===== src/rtl/mult_div_pkg.sv =====
// Shared types and helpers for the sequential multiply/divide unit.
package mult_div_pkg;

    // Operand/result width the unit is normally built at; the magnitude
    // helpers below are sized to it.
    localparam int DEFAULT_WIDTH = 32;

    // Operation select encoding on the op input.
    localparam logic OP_MULT = 1'b0;
    localparam logic OP_DIV  = 1'b1;

    typedef enum logic [2:0] {
        IDLE,
        MULT,
        DIV,
        FIX,
        DONE
    } state_t;

    // Two's complement negation.
    function automatic logic [DEFAULT_WIDTH-1:0] negate(input logic [DEFAULT_WIDTH-1:0] x);
        return ~x + 1'b1;
    endfunction

    // Unsigned magnitude of a signed value; the most negative value maps
    // to 2^(W-1), which is representable as an unsigned W-bit number.
    function automatic logic [DEFAULT_WIDTH-1:0] abs_val(input logic [DEFAULT_WIDTH-1:0] x);
        return x[DEFAULT_WIDTH-1] ? negate(x) : x;
    endfunction

endpackage


===== src/rtl/mult_div_unit.sv =====
// Sequential signed multiply (radix-2 Booth) / divide (restoring on
// magnitudes with sign fix-up) unit producing HI/LO results.
module mult_div_unit
    import mult_div_pkg::*;
#(
    parameter int WIDTH = DEFAULT_WIDTH
) (
    input  logic             clk,
    input  logic             reset,
    input  logic             start,
    input  logic             op,
    input  logic [WIDTH-1:0] a_in,
    input  logic [WIDTH-1:0] b_in,
    output logic             busy,
    output logic             done,
    output logic             div_zero,
    output logic [WIDTH-1:0] hi,
    output logic [WIDTH-1:0] lo
);

    localparam int CNT_W = $clog2(WIDTH) + 1;

    state_t r_state;
    state_t w_next;

    // Booth multiplier state: acc carries one extra bit so that
    // subtracting -2^(W-1) cannot wrap.
    logic [WIDTH:0]   r_acc;
    logic [WIDTH-1:0] r_q;
    logic             r_q1;
    logic [WIDTH:0]   r_m;

    // Restoring divider state on unsigned magnitudes.
    logic [WIDTH:0]   r_rem;
    logic [WIDTH-1:0] r_quo;
    logic [WIDTH-1:0] r_b_abs;
    logic             r_neg_q;
    logic             r_neg_r;

    logic [CNT_W-1:0] r_cnt;
    logic [WIDTH-1:0] r_hi;
    logic [WIDTH-1:0] r_lo;
    logic             r_done;
    logic             r_div_zero;

    logic [WIDTH:0]   w_booth_sum;
    logic [WIDTH:0]   w_acc_nx;
    logic [WIDTH-1:0] w_q_nx;
    logic [WIDTH+1:0] w_trial;
    logic [WIDTH:0]   w_rem_nx;
    logic [WIDTH-1:0] w_quo_nx;
    logic [WIDTH-1:0] w_rem_fix;
    logic [WIDTH-1:0] w_quo_fix;
    logic [WIDTH-1:0] w_a_abs;
    logic [WIDTH-1:0] w_b_abs;
    logic             w_last;

    assign w_a_abs = abs_val(a_in);
    assign w_b_abs = abs_val(b_in);
    assign w_last  = (r_cnt == CNT_W'(WIDTH - 1));

    // Booth step: add/subtract m according to the recoded bit pair.
    always_comb begin
        w_booth_sum = r_acc;
        case ({r_q[0], r_q1})
            2'b01:   w_booth_sum = r_acc + r_m;
            2'b10:   w_booth_sum = r_acc - r_m;
            default: w_booth_sum = r_acc;
        endcase
    end

    // Arithmetic right shift of {acc, q, q_1}; q_1 takes the old q[0].
    assign w_acc_nx = {w_booth_sum[WIDTH], w_booth_sum[WIDTH:1]};
    assign w_q_nx   = {w_booth_sum[0], r_q[WIDTH-1:1]};

    // Restoring step: shift {rem, quo} left, keep the trial difference
    // when it does not go negative.
    assign w_trial  = {r_rem, r_quo[WIDTH-1]} - {2'b00, r_b_abs};
    assign w_quo_nx = {r_quo[WIDTH-2:0], ~w_trial[WIDTH+1]};
    assign w_rem_nx = w_trial[WIDTH+1] ? {r_rem[WIDTH-1:0], r_quo[WIDTH-1]}
                                       : w_trial[WIDTH:0];

    // Sign fix-up: truncation toward zero, remainder follows the dividend.
    assign w_quo_fix = r_neg_q ? negate(r_quo) : r_quo;
    assign w_rem_fix = r_neg_r ? negate(r_rem[WIDTH-1:0]) : r_rem[WIDTH-1:0];

    // State register.
    always_ff @(posedge clk or negedge reset) begin
        if (!reset) begin
            r_state <= IDLE;
        end else begin
            r_state <= w_next;
        end
    end

    // Next-state logic; a start outside IDLE is simply not looked at.
    always_comb begin
        w_next = r_state;
        case (r_state)
            IDLE: begin
                if (start) begin
                    if (op == OP_MULT) begin
                        w_next = MULT;
                    end else if (b_in == '0) begin
                        w_next = DONE;
                    end else begin
                        w_next = DIV;
                    end
                end
            end
            MULT:    if (w_last) w_next = DONE;
            DIV:     if (w_last) w_next = FIX;
            FIX:     w_next = DONE;
            DONE:    w_next = IDLE;
            default: w_next = IDLE;
        endcase
    end

    // Datapath: operand capture, iteration, and result write into HI/LO
    // on the edge that enters DONE so they are valid alongside done.
    always_ff @(posedge clk or negedge reset) begin
        if (!reset) begin
            r_acc      <= '0;
            r_q        <= '0;
            r_q1       <= 1'b0;
            r_m        <= '0;
            r_rem      <= '0;
            r_quo      <= '0;
            r_b_abs    <= '0;
            r_neg_q    <= 1'b0;
            r_neg_r    <= 1'b0;
            r_cnt      <= '0;
            r_hi       <= '0;
            r_lo       <= '0;
            r_done     <= 1'b0;
            r_div_zero <= 1'b0;
        end else begin
            r_done <= 1'b0;
            case (r_state)
                IDLE: begin
                    if (start) begin
                        r_cnt      <= '0;
                        r_div_zero <= 1'b0;
                        r_acc      <= '0;
                        r_q        <= a_in;
                        r_q1       <= 1'b0;
                        r_m        <= {b_in[WIDTH-1], b_in};
                        r_rem      <= '0;
                        r_quo      <= w_a_abs;
                        r_b_abs    <= w_b_abs;
                        r_neg_q    <= a_in[WIDTH-1] ^ b_in[WIDTH-1];
                        r_neg_r    <= a_in[WIDTH-1];
                        if (op == OP_DIV && b_in == '0) begin
                            r_div_zero <= 1'b1;
                            r_done     <= 1'b1;
                        end
                    end
                end
                MULT: begin
                    r_acc <= w_acc_nx;
                    r_q   <= w_q_nx;
                    r_q1  <= r_q[0];
                    r_cnt <= r_cnt + 1'b1;
                    if (w_last) begin
                        r_hi   <= w_acc_nx[WIDTH-1:0];
                        r_lo   <= w_q_nx;
                        r_done <= 1'b1;
                    end
                end
                DIV: begin
                    r_rem <= w_rem_nx;
                    r_quo <= w_quo_nx;
                    r_cnt <= r_cnt + 1'b1;
                end
                FIX: begin
                    r_hi   <= w_rem_fix;
                    r_lo   <= w_quo_fix;
                    r_done <= 1'b1;
                end
                default: begin
                end
            endcase
        end
    end

    assign busy     = (r_state != IDLE);
    assign done     = r_done;
    assign div_zero = r_div_zero;
    assign hi       = r_hi;
    assign lo       = r_lo;

endmodule


===== config.mk =====
export PLATFORM = sky130hd
export DESIGN_NAME = mult_div_unit
export DESIGN_NICKNAME = d
export VERILOG_FILES = /design/src/rtl/mult_div_pkg.sv /design/src/rtl/mult_div_unit.sv
export SDC_FILE = /design/constraint.sdc
export NUM_CORES = 1
export LEC_CHECK = 0
export CORE_ASPECT_RATIO = 0.9
export CORE_UTILIZATION = 50
export DETAILED_ROUTE_END_ITERATION = 12
export MAX_ROUTING_LAYER = met4
export PLACE_DENSITY = 0.66
export SLEW_MARGIN = 20
export SYNTH_ARGS = -nofsm -noshare
export SYNTH_HDL_FRONTEND = slang
export SYNTH_SLANG_ARGS = --single-unit

===== constraint.sdc =====
create_clock -name clk -period 5.1 [get_ports clk]
set_input_delay 1.02 -clock clk [delete_from_list [all_inputs] [get_ports clk]]
set_output_delay 1.02 -clock clk [all_outputs]
set_load 0.02 [all_outputs]

# Word level (Yosys, flattened, before mapping)
# Cells that the tools add are included.
op_classes:
  n_addsub: 8
  eq_ne: 9
  bitwise: 6
  mux: 31
  reduce_logical: 15
ops:
  columns: ["cell", "count"]
  rows:
  - ["32-bit 2-to-1 mux", 8]
  - ["32-bit one-hot mux with 2 select lines", 4]
  - ["33-bit one-hot mux with 2 select lines", 3]
  - ["32-bit by 1-bit adder with 32-bit output (second input constant)", 4]
  - ["32-bit inverter", 4]
  - ["33-bit 2-to-1 mux", 2]
  - ["34-bit by 32-bit subtractor with 34-bit output", 1]
  - ["33-bit adder", 1]
  - ["33-bit subtractor", 1]
  - ["32-bit zero test", 1]
  - ["3-bit 2-to-1 mux", 5]
  - ["3-bit one-hot mux with 4 select lines", 1]
  - ["6-bit one-hot mux with 2 select lines", 1]
  - ["2-bit AND reduction", 5]
  - ["2-bit nonzero test", 4]
  - ["6-bit by 1-bit adder with 6-bit output (second input constant)", 1]
  - ["3-bit by 2-bit equality test with 1-bit output (second input constant)", 2]
  - ["6-bit by 5-bit equality test with 1-bit output (second input constant)", 1]
  - ["6-bit 2-to-1 mux", 1]
  - ["2-bit != test (second input constant)", 3]
  - ["1-bit 2-to-1 mux", 4]
  - ["3-bit by 1-bit equality test with 1-bit output (second input constant)", 1]
  - ["3-bit zero test", 1]
  - ["1-bit one-hot mux with 3 select lines", 1]
  - ["9 further kinds", 9]
word_totals:
  ff_bits: 272
  word_cells: 84

# Depth between registers and ports, before layout
depth:
  word_depth: 5
  ltp_mapped: 18

# Worst setup path after synthesis
# OpenSTA, ideal clock, no wires.
synth_timing:
  path_type: "register to register"
  from: "register r_m[0]"
  to: "register r_hi[28], in the netlist hi[28]"
  path_stages_with_launch: 19
  required_time_ns: 4.958
  setup_slack_ns: 0.954
  arrival_ns: 4.003
  synth_period_minus_slack_ns: 4.146
  setup_ns: 0.142
  path_cell_list: "dfrtp_1 > inv_1 > ha_1 > nor3b_1 > nand4b_1 > nor2_1 > nor2_1 > xnor2_1 > ha_1 > clkbuf_1 > a21o_1 > a21o_1 > a21o_1 > a21o_1 > a221o_1 > a31oi_1 > mux2_2 > a2111oi_0 > o22ai_1"
synth_via:
  elab_chain_len: 4
  elab_cells_between_ends: 5
  cone_classes: "2 x add/sub; 3 x mux"
synth_lines:
  columns: ["item", "line_no", "source"]
  rows:
  - ["start, declared", "mult_div_unit.sv:31", "logic [WIDTH:0] r_m;"]
  - ["start signal, assigned", "mult_div_unit.sv:147", "r_m <= {b_in[WIDTH-1], b_in};"]
  - ["33-bit subtractor / 33-bit adder (equally long branches)", "mult_div_unit.sv:67, mult_div_unit.sv:66", null]
  - ["33-bit one-hot mux with 2 select lines *", "mult_div_unit.sv:65", "case ({r_q[0], r_q1})"]
  - ["32-bit 2-to-1 mux *", "mult_div_unit.sv:164", "if (w_last) begin"]
  - ["32-bit one-hot mux with 2 select lines *", "mult_div_unit.sv:139", "case (r_state)"]
  - ["end signal, assigned", "mult_div_unit.sv:165", "r_hi <= w_acc_nx[WIDTH-1:0];"]
  - ["end signal, assigned", "mult_div_unit.sv:176", "r_hi <= w_rem_fix;"]
  - ["end, declared", "mult_div_unit.sv:41", "logic [WIDTH-1:0] r_hi;"]
# Every way passes the cells marked *; elsewhere a longest branch is shown, timed or not. The select of a mux whose other input is x is not followed.
# A chain may end at the register's enable or synchronous reset.

# Worst setup path in the final report
# Ends and elaborated chain as after synthesis.

==> impl_results.md <==
- Status: finished, final reports clean
- Mean Syn Cell Area: 8.22 µm²
- Worst Setup Path Type: reg2reg
- Count of cell types in the netlist: 69
- Mapped cell area: 18300 µm²
- Met3 Use GR: 0.0583
- RSZ-0062 raised after global routing: false
- Fill cells: 3307
- Crit end category: flop
- Worst path required time: 5.55 ns
- Max-cap violations: 0
- Worst min path class: reg2reg
- Io pins: 135
- Row Count: 66
- Synth area leaders: dfrtp_1 (37%), nand2_1 (7.6%), o21ai_0 (6.1%)
- Gate Count Post-Synth: 2224
- Commonest non-fill, non-tap cell in the layout: nand2_1
- Antenna Violating Nets Remaining: 0
- Clock-pin transition on the worst setup and hold timing paths: 0.06 ns
- Dpl hpwl: 41400 µm
- LEAKAGE: 9.27 nW
- PortBufs: 134
- Area Overhead vs Synth: 14.9%
- Power Density: 853 nW/µm²
- Grt ovf: 0
- Die Wd: 204 µm
- Routed Wire Length: 56500 µm
- Post-synth ARST share: 1.00
- Drt pass-1 iters: 5
- Gr usage total: 0.315
- Post-synthesis sequential area ratio: 0.370
- Busiest grt layer: met2
- Post-CTS Setup Bufs: 0
- Core ar.: 36100 µm²
- Maximum vdd drop: 0.412 mV
- Syn. warnings: 0
- Clock Skew: 0.0297 ns
- Final Non-Filler Cells: 2779
- Yosys top cell by area: dfrtp_1
- TritonCTS clock tree: yes
- Startpoint Class: flop
- Placed Instances: 2727
- Slack of the critical path: 0.523 ns
- Initial antenna violation count: 3
- Initial DRC Count: 1533
- Syn nets: 2365
- Crit Path Max Fanout: 7
- Part of the cycle the worst path needs: 0.897
- Total Die Area: 37300 µm²
- Remaining DRCs: 0
- RePlAce Congestion: 0.956
- DP Worst Slack: 0.408 ns
- Internal reg-to-reg setup slack: 0.52 ns
- Clock Tree Root: clkbuf_16
- Fin. Hold Viols: 0
- Final nets: 2424
- Worst-Margin Slew: 1.00 ns
- Maximum number of pins on one net before global-route repair: 123
- Wirelength per Cell: 20.3 µm
- Met1 usage: 0.442
- Slew Viols, Final: 0
- Initial Util: 0.506
- Global-route wire length before repair: 89900 µm
- Yosys top cell area share: 0.370
- Post-CTS sizing: 0
- Layout cells sized above 1: 0.0461
- Synth Register Bits: 270
- Max Freq: 0.218 GHz
- Area taken by flip-flops and latches: 6760 µm²
- Predominant post-synthesis flop cell: dfrtp_1
- Vias post-DR: 16838
- Final critical-path required period: 4.58 ns
- Post-CTS Hold Buffers: 0
- Total CTS buffers: 30
- Clock Latency Late Sink: 0.59 ns
- EDFF count, synth: 0
- Endpoints failing setup: 0
- Via density: 6.06
- Critical Path AT: 5.02 ns
- Most frequent cells in the layout: nand2_1 (365), dfrtp_1 (269), o21ai_0 (222), nor2_1 (140), clkdlybuf4s50_1 (133)
- Grt met2 use: 0.467
- Area taken by multi-input logic gates: 10800 µm²
- Setup TNS Final: 0 ns
- Htree depth: 1
- Die Ht: 183 µm
- Slew headroom: 0.330
- Max Root-Sink Buffers: 3
- Vias in the first global route: 15876
- CTS Sinks: 270
## worst paths after layout
| path | to | from | depth (start not counted) |
|---|---|---|---|
| min in group asynchronous | r_cnt[3] | reset | 1 |
| hold reg to reg | r_b_abs[5] | r_b_abs[5] | 2 |
| setup reg to reg | hi[28] | r_m[0] | 18 |
| max in group asynchronous | r_neg_q | reset | 2 |
| hold / removal | r_b_abs[5] | r_b_abs[5] | 2 |
| setup / recovery | hi[28] | r_m[0] | 18 |
## critical path, stage by stage (launching register included)
cell	delay [ns]
dfrtp_1	0.43
inv_1	0.11
ha_1	0.16
nor3b_1	0.19
buf_4	0.17
nand4b_1	0.21
nor2_1	0.16
nor2_1	0.07
xnor2_1	0.14
ha_1	0.39
a21o_1	0.21
a21o_1	0.17
a21o_1	0.19
a21o_1	0.17
a221o_1	0.28
a31oi_1	0.44
mux2_2	0.41
a2111oi_0	0.41
o22ai_1	0.15
## cell families after synthesis
| kind of cell | after synthesis | share of synthesized area |
|---|---|---|
| fa+ha+maj | 73 | 0.0508 |
| buf+inv | 214 | 0.0442 |
| simple gates | 785 | 0.196 |
| compound gates | 641 | 0.220 |
| flops | 270 | 0.370 |
| xor+xnor | 196 | 0.0943 |
| mux | 45 | 0.0250 |
## registers in the layout, indices dropped and copies added (netlist names)
register	flops
r_quo	32
r_q	32
r_neg_r	1
r_neg_q	1
r_b_abs	31
r_m	32
div_zero	1
r_state	3
lo	32
r_q1	1
r_rem	33
r_acc	32
done	1
r_cnt	6
hi	32
## metrics by stage
stage	total power, mW	instance area [µm²]	hold slack (ns)	utilization
global placement	15.5	20000	0.463	0.555
global route	19.4	21000	0.504	0.582
CTS	17.8	21000	0.484	0.581
finish	17.9	21000	0.478	0.582
detailed placement	15.6	20000	0.471	0.555
floorplan	12.2	18300	0.450	-
## routing by layer
metal / vias up / wire [µm]
li1: 8053 / -
met1: 8105 / 25800
met2: 604 / 24900
met3: 76 / 4460
met4: 0 / 1310
met5: - / 0
## where the power goes
group,total [mW],leakage (nW),switching [mW],internal (mW)
registers,4.26,3.35,1.11,3.15
clock network,2.16,0.473,0.896,1.26
logic,11.5,5.45,6.84,4.66
total,17.9,9.27,8.84,9.07
## cell type report
| type | instances | share of cell area |
|---|---|---|
| Clock buffer | 45 | 0.0433 |
| Timing Repair Buffer | 163 | 0.0769 |
| Multi-Input combinational cell | 1740 | 0.513 |
| Sequential cell | 270 | 0.322 |
| Antenna cell | 2 | 0.000238 |
| Clock inverter | 5 | 0.00250 |
| Inverter | 78 | 0.0139 |
| Tap cell | 476 | 0.0284 |
## cells in the mapped netlist (42+ instances only)
library cell,number
nor2_1,141
a21oi_1,100
o31ai_1,42
nand2_1,369
clkbuf_1,116
nand3_1,80
ha_1,71
dfrtp_1,270
o21ai_0,222
xnor2_1,97
inv_1,77
xor2_1,98
a31oi_1,63
Note: power is estimated with default switching activity, not from simulation.
